--- src/rtl/fetch_pc_unit_pkg.sv ---
// Shared fetch-stage constants: bubble instruction, reset vector and fetch state encoding.
package fetch_pc_unit_pkg;

  localparam int          XLEN_DEF         = 32;
  localparam logic [31:0] NOP_INST_DEF     = 32'h0000_0013;
  localparam logic [31:0] RESET_VECTOR_DEF = 32'h0000_0000;

  localparam logic [1:0] FS_BOOT   = 2'd0;
  localparam logic [1:0] FS_RUN    = 2'd1;
  localparam logic [1:0] FS_SQUASH = 2'd2;

  function automatic logic addr_misaligned(input logic [31:0] addr);
    return |addr[1:0];
  endfunction

endpackage

--- src/rtl/fetch_next_pc_mux.sv ---
// Next-PC priority mux: redirect over hold over jump-generator result; purely combinational.
module fetch_next_pc_mux
  import fetch_pc_unit_pkg::*;
#(
  parameter int XLEN = XLEN_DEF
) (
  input  logic            redirect_i,
  input  logic            hold_i,
  input  logic [XLEN-1:0] ex_target_i,
  input  logic [XLEN-1:0] jump_addr_i,
  input  logic [XLEN-1:0] pc_q_i,
  output logic [XLEN-1:0] imem_addr_o,
  output logic [XLEN-1:0] pc_d_o
);

  always_comb begin
    if (redirect_i) begin
      imem_addr_o = ex_target_i;
    end else if (hold_i) begin
      imem_addr_o = pc_q_i;
    end else begin
      imem_addr_o = jump_addr_i;
    end
  end

  // pc_q always tracks the address just issued, so the next cycle's rdata belongs to it
  assign pc_d_o = imem_addr_o;

endmodule

--- src/rtl/fetch_pc_unit.sv ---
// Instruction-fetch PC owner for the IF stage; drives the 1-cycle synchronous imem and squashes wrong-path fetches.
// Optional misaligned-fetch trap (flag + PC freeze until redirect) under FETCH_MISALIGN_TRAP_EN.
module fetch_pc_unit
  import fetch_pc_unit_pkg::*;
#(
  parameter logic [31:0] RESET_VECTOR = RESET_VECTOR_DEF,
  parameter logic [31:0] NOP_INST     = NOP_INST_DEF,
  parameter int          XLEN         = XLEN_DEF
) (
  input  logic            clk,
  input  logic            rst,
  input  logic            stall,
  input  logic            ex_redirect,
  input  logic [XLEN-1:0] ex_target,
  input  logic [XLEN-1:0] jump_addr,
  output logic [XLEN-1:0] imem_addr,
  input  logic [XLEN-1:0] imem_rdata,
  output logic [XLEN-1:0] if_pc,
  output logic [XLEN-1:0] if_inst,
  output logic            if_valid
`ifdef FETCH_MISALIGN_TRAP_EN
  ,
  output logic            fetch_misalign
`endif
);

  logic [1:0]      state_q, state_d;
  logic [XLEN-1:0] pc_q, pc_d;
  logic            in_boot;
  logic            redirect_eff;
  logic            hold;
  logic            trap_block;

  assign in_boot      = (state_q == FS_BOOT);
  assign redirect_eff = ex_redirect & ~in_boot;

`ifdef FETCH_MISALIGN_TRAP_EN
  logic misalign_q, misalign_d;

  assign trap_block     = misalign_q;
  assign fetch_misalign = misalign_q;

  // A redirect re-arms the flag from its own target; otherwise it is sticky
  always_comb begin
    misalign_d = misalign_q;
    if (redirect_eff) begin
      misalign_d = addr_misaligned(ex_target);
    end else if (!in_boot) begin
      misalign_d = misalign_q | addr_misaligned(pc_d);
    end
  end

  always_ff @(posedge clk or posedge rst) begin
    if (rst) begin
      misalign_q <= 1'b0;
    end else begin
      misalign_q <= misalign_d;
    end
  end
`else
  assign trap_block = 1'b0;
`endif

  // Memory data is not yet valid in BOOT, so the PC is held there
  assign hold = in_boot | stall | trap_block;

  fetch_next_pc_mux #(
    .XLEN (XLEN)
  ) u_next_pc_mux (
    .redirect_i  (redirect_eff),
    .hold_i      (hold),
    .ex_target_i (ex_target),
    .jump_addr_i (jump_addr),
    .pc_q_i      (pc_q),
    .imem_addr_o (imem_addr),
    .pc_d_o      (pc_d)
  );

  always_comb begin
    state_d = FS_RUN;
    if (redirect_eff) begin
      state_d = FS_SQUASH;
    end
  end

  always_ff @(posedge clk or posedge rst) begin
    if (rst) begin
      state_q <= FS_BOOT;
      pc_q    <= RESET_VECTOR;
    end else begin
      state_q <= state_d;
      pc_q    <= pc_d;
    end
  end

  assign if_valid = ~in_boot & ~ex_redirect & ~trap_block;
  assign if_inst  = if_valid ? imem_rdata : NOP_INST;
  assign if_pc    = pc_q;

endmodule

--- config.mk ---
export PLATFORM = sky130hd
export DESIGN_NAME = fetch_pc_unit
export DESIGN_NICKNAME = d
export VERILOG_FILES = /design/src/rtl/fetch_pc_unit_pkg.sv /design/src/rtl/fetch_next_pc_mux.sv /design/src/rtl/fetch_pc_unit.sv
export SDC_FILE = /design/constraint.sdc
export NUM_CORES = 1
export LEC_CHECK = 0
export ABC_AREA = 0
export BUFFER_PORTS_ARGS = -buffer_cell sky130_fd_sc_hd__buf_4
export CAP_MARGIN = 20
export CORE_ASPECT_RATIO = 0.7
export CORE_MARGIN = 2
export CORE_UTILIZATION = 34
export CTS_CLUSTER_SIZE = 28
export DETAILED_ROUTE_END_ITERATION = 12
export GPL_TIMING_DRIVEN = 0
export PLACE_DENSITY = 0.81
export SETUP_SLACK_MARGIN = 0.3
export SLEW_MARGIN = 20
export SYNTH_ARGS = -nofsm -noshare
export SYNTH_HDL_FRONTEND = slang
export SYNTH_SLANG_ARGS = --single-unit
--- constraint.sdc ---
create_clock -name clk -period 1.7 [get_ports clk]
set_clock_uncertainty 0.05 [all_clocks]
set_input_delay 0.34 -clock clk [delete_from_list [all_inputs] [get_ports clk]]
set_output_delay 0.34 -clock clk [all_outputs]
set_load 0.03 [all_outputs]
==> impl_results.md, run 1 <==
* Synthesis-stage register bit count at 34
* Synth cell types at 18
* Post-synth EDFFs at 0
* Dpl ws at -160 ps
* Yosys Warn Count at 0
* CTS root buf: clkbuf_8
* Status: stopped before the end
* Fraction of registers with async set/reset at 100%
* Port bufs at 196
* Stopped at: clock tree synthesis
* Rows at 21
* Total CTS buffers at 5
* Post-detail-place hpwl at 6650 um
* # H-tree levels at 2
* Die H at 63.5 um
* Starting density of the core at 35.6%
* Mapped Area at 1720 sq um
* Cells after Synth at 157
* Synth Flop Type: dfrtp_1
* Synth top cells by count: dfrtp_1, a22oi_1, o2bb2ai_1
* Largest area contributor in the netlist: dfrtp_1
* Top cells by area, synth: dfrtp_1, o2bb2ai_1, a22oi_1
* Most frequent cell after synthesis: dfrtp_1
* Quantity of hold-fixing buffers added after cts at 0
* Run Error: [ERROR DPL-0033] detailed placement checks failed during check placement.
* Top cell type's share of synthesized area at 49.4%
* Post-CTS Resized at 94
* IO Count at 197
* Gpl congestion at 0.836
* Avg Inst Size Synth at 11.0 sq um
* Syn Nets at 257
* Clk buf depth at 2
* Sequential element share of the synthesized area at 49.4%
* Die X at 89.1 um
* Setup Buffers After CTS at 18
* Total clock sinks at 34
stage by stage:
stage	std cells	TNS (ps)	utilization (%)	area, sq um	hold WS, ps
after detailed placement	422	-4100	82.7	4000	466
after global placement	422	-3790	82.7	4000	463
after floorplan	157	0	-	2440	431
cell families after synthesis:
logic type / after synthesis / share of synthesized area (%)
buf+inv: 20 / 5.89
flops: 34 / 49.4
simple gates: 36 / 13.2
compound gates: 67 / 31.5
==> inputs of run 2 (changes only) <==
--- a/config.mk
+++ b/config.mk
@@ -8,14 +8,11 @@
 export ABC_AREA = 0
 export BUFFER_PORTS_ARGS = -buffer_cell sky130_fd_sc_hd__buf_4
 export CAP_MARGIN = 20
-export CORE_ASPECT_RATIO = 0.7
-export CORE_MARGIN = 2
-export CORE_UTILIZATION = 34
-export CTS_CLUSTER_SIZE = 28
+export CORE_AREA = 2 2 77 79
 export DETAILED_ROUTE_END_ITERATION = 12
+export DIE_AREA = 0 0 79 81
 export GPL_TIMING_DRIVEN = 0
-export PLACE_DENSITY = 0.81
-export SETUP_SLACK_MARGIN = 0.3
+export PLACE_DENSITY_LB_ADDON = 0.15
 export SLEW_MARGIN = 20
 export SYNTH_ARGS = -nofsm -noshare
 export SYNTH_HDL_FRONTEND = slang
==> impl_results.md, run 2 <==
* Status: finished with violations
* Failing checks: setup timing
* Top cells by area, synth: dfrtp_1, o2bb2ai_1, a22oi_1
* CTS clk-pin slew, worst paths at 70 ps
* CTS tree: done
* Clk buf depth at 2 (unchanged)
* Starting density of the core at 30.3% (-5.3 points)
* Most common cell after layout, fill and taps aside: buf_4
* Final Instance Count excl. Fillers at 460
* Data arrival, critical path at 1510 ps
* Largest area contributor in the netlist: dfrtp_1
* Total CTS buffers at 5 (unchanged)
* Worst R2R Setup Slack at 340 ps
* Die area at 6400 sq um
* Fin Setup TNS at -11,560 ps
* Port bufs at 196 (unchanged)
* Slowest stage cell, crit path: dfrtp_2
* Syn Nets at 257 (unchanged)
* Crit share post-route at 112%
* Fraction of layout cells with a size suffix above 1 at 81.6%
* Final setup margin at -200 ps
* Gr usage total at 21.3%
* # DRC at 0
* Yosys Warn Count at 0 (unchanged)
* Initial antenna violation count at 0
* Post-detail-place hpwl at 5640 um (-15%)
* Critical path endpoint: imem_addr[17]
* Detailed Routing Iterations Pass 1 at 4
* Synth Flop Type: dfrtp_1
* Largest net degree at the start of global routing at 35
* Most frequent cells in the layout: buf_4, buf_6, dfrtp_1
* Peak supply drop at 0.000531 V
* Rel. slew slack at 51.8%
* Met2 Usage GRT at 38.8%
* Worst hold path class: in2async
* Total clock sinks at 34 (unchanged)
* Vias in the first global route at 2,166
* Max reg flops at 32
* Rows at 28 (+33%)
* Worst Path Buf+Inv at 3
* Top cell type's share of synthesized area at 49.4% (unchanged)
* Antenna-violating nets left at 0
* Synthesis-stage register bit count at 34 (unchanged)
* Worst path max stage delay at 450 ps
* Worst hold slack at 126 ps
* Post-synth EDFFs at 0 (unchanged)
* Most frequent cell after synthesis: dfrtp_1
* Maxcap violations at 0
* Worst r2r src: state_q[1]
* Cells after Synth at 157 (unchanged)
* ANT cells at 0
* Gpl congestion at 0.878 (+5.0%)
* Worst-path fanout max at 5
* Worst r2r path cells at 5
* Wire per inst at 18.6 um
* CTS root buf: clkbuf_8
* Avg Inst Size Synth at 11.0 sq um (unchanged)
* GRT busiest layer: met2
* Die X at 79 um (-11%)
* CP Launch Type: flop
* Cell Chain, Critical Path: o22ai_4 -> buf_12 -> buf_4 -> o2bb2ai_2 -> buf_6
* Core Area at 5680 sq um
* Total power at 3.58 mW
* Worst slew pin tran at 722 ps
* IO Count at 197 (unchanged)
* Placed insts at 428 (+1.4%)
* Vias at 2,282
* Crit path max-delay family: buffers and inverters
* Nets@finish at 484
* CP Depth at 5
* Hold Fails Final Rpt at 0
* Total Wirelength at 8560 um
* Worst setup startpoint: state_q[1]
* Met1 Use GR at 24.4%
* Dpl ws at -254 ps (-93.5 ps)
* Fraction of registers with async set/reset at 100% (unchanged)
* RSZ-0062 raised after global routing: true
* Die H at 81 um (+27%)
* Crit path kind: reg2out
* Grt total ovfl at 0
* First-pass GRT wire length at 10,500 um
* Clk Latency, worst-skew pair at 280 ps
* Min Tclk post-route at 1900 ps
* CP required at 1310 ps
* Leakage at 2.09 nW
* Fmax at 526 MHz
* Via density at 4.96
* Grt met3 use at 5.44%
* Quantity of hold-fixing buffers added after cts at 0 (unchanged)
* Setup violators final at 65
* Area Growth Syn to Fin at 152%
* Sequential element share of the synthesized area at 49.4% (unchanged)
* DRT iter0 DRCs at 116
* Synth cell types at 18 (unchanged)
* Max-slew violation count at 0
* PwrDens at 826 nW/um^2
* Fill count at 385
* Mapped Area at 1720 sq um (unchanged)
* RR Endpoint: if_pc[9]
* Kind of end point of the critical path: output port
* # H-tree levels at 2 (unchanged)
* Synth top cells by count: dfrtp_1, a22oi_1, o2bb2ai_1
==> run 2: worst min-delay path by stage <==
stage                    from        end  slack [ps]  depth (start not counted)
global placement    if_pc[29]  if_pc[29]         450                          1
floorplan                 rst   if_pc[0]         430                          1
finish                    rst  if_pc[25]         130                          2
global route              rst  if_pc[25]         200                          2
detailed placement  if_pc[15]  if_pc[15]         450                          1
CTS                       rst  if_pc[19]         140                          2
==> run 2: per-layer routing <==
| metal | vias to the layer above | share of wire [%] |
|---|---|---|
| met3 | 11 | 7.5 |
| met1 | 1117 | 37 |
| li1 | 1048 | - |
| met2 | 106 | 54 |
| met4 | 0 | 1.2 |
| met5 | - | 0 |
==> run 2: timing repair <==
action,CTS,global route
gates cloned,0,3
buffers inserted,2,19
gates resized for setup,84,83
setup endpoints to repair,65,65
pin swaps,4,4
endpoints found under the hold margin,0,0
==> run 2: power breakdown <==
| part | leakage (nW) | internal (mW) | switching [mW] |
|---|---|---|---|
| Combinational | 1.63 | 0.907 | 1.03 |
| Clock | 0.0472 | 0.325 | 0.296 |
| Sequential | 0.412 | 0.920 | 0.103 |
==> run 2: cell families after synthesis <==
| kind of cell | after synthesis | share of synthesized area, % |
|---|---|---|
| AO/OA/AOI/OAI | 67 | 31.5 |
| AND/OR/NAND/NOR | 36 | 13.2 |
| flip-flops | 34 | 49.4 |
| buffers and inverters | 20 | 5.89 |
==> run 2: layout make-up <==
type | instances | area (sq um) | share of cell area (%)
Buffer | 16 | 139 | 3.21
Tap cell | 75 | 93.8 | 2.17
Multi-Input combinational cell | 103 | 1210 | 28.0
Timing Repair Buffer | 220 | 1920 | 44.4
Sequential cell | 34 | 853 | 19.7
Clock buffer | 6 | 82.6 | 1.91
Inverter | 4 | 15.0 | 0.347
Clock inverter | 2 | 12.5 | 0.289
==> run 2: per-stage QoR <==
stage          area, sq um  util [%]
6_report              4330      76.3
5_1_grt               4330      76.3
4_1_cts               3660      64.5
3_5_place_dp          3290      57.9
3_3_place_gp          3290      57.9
2_1_floorplan         1720         -
Power figures use the tool's default switching activity.
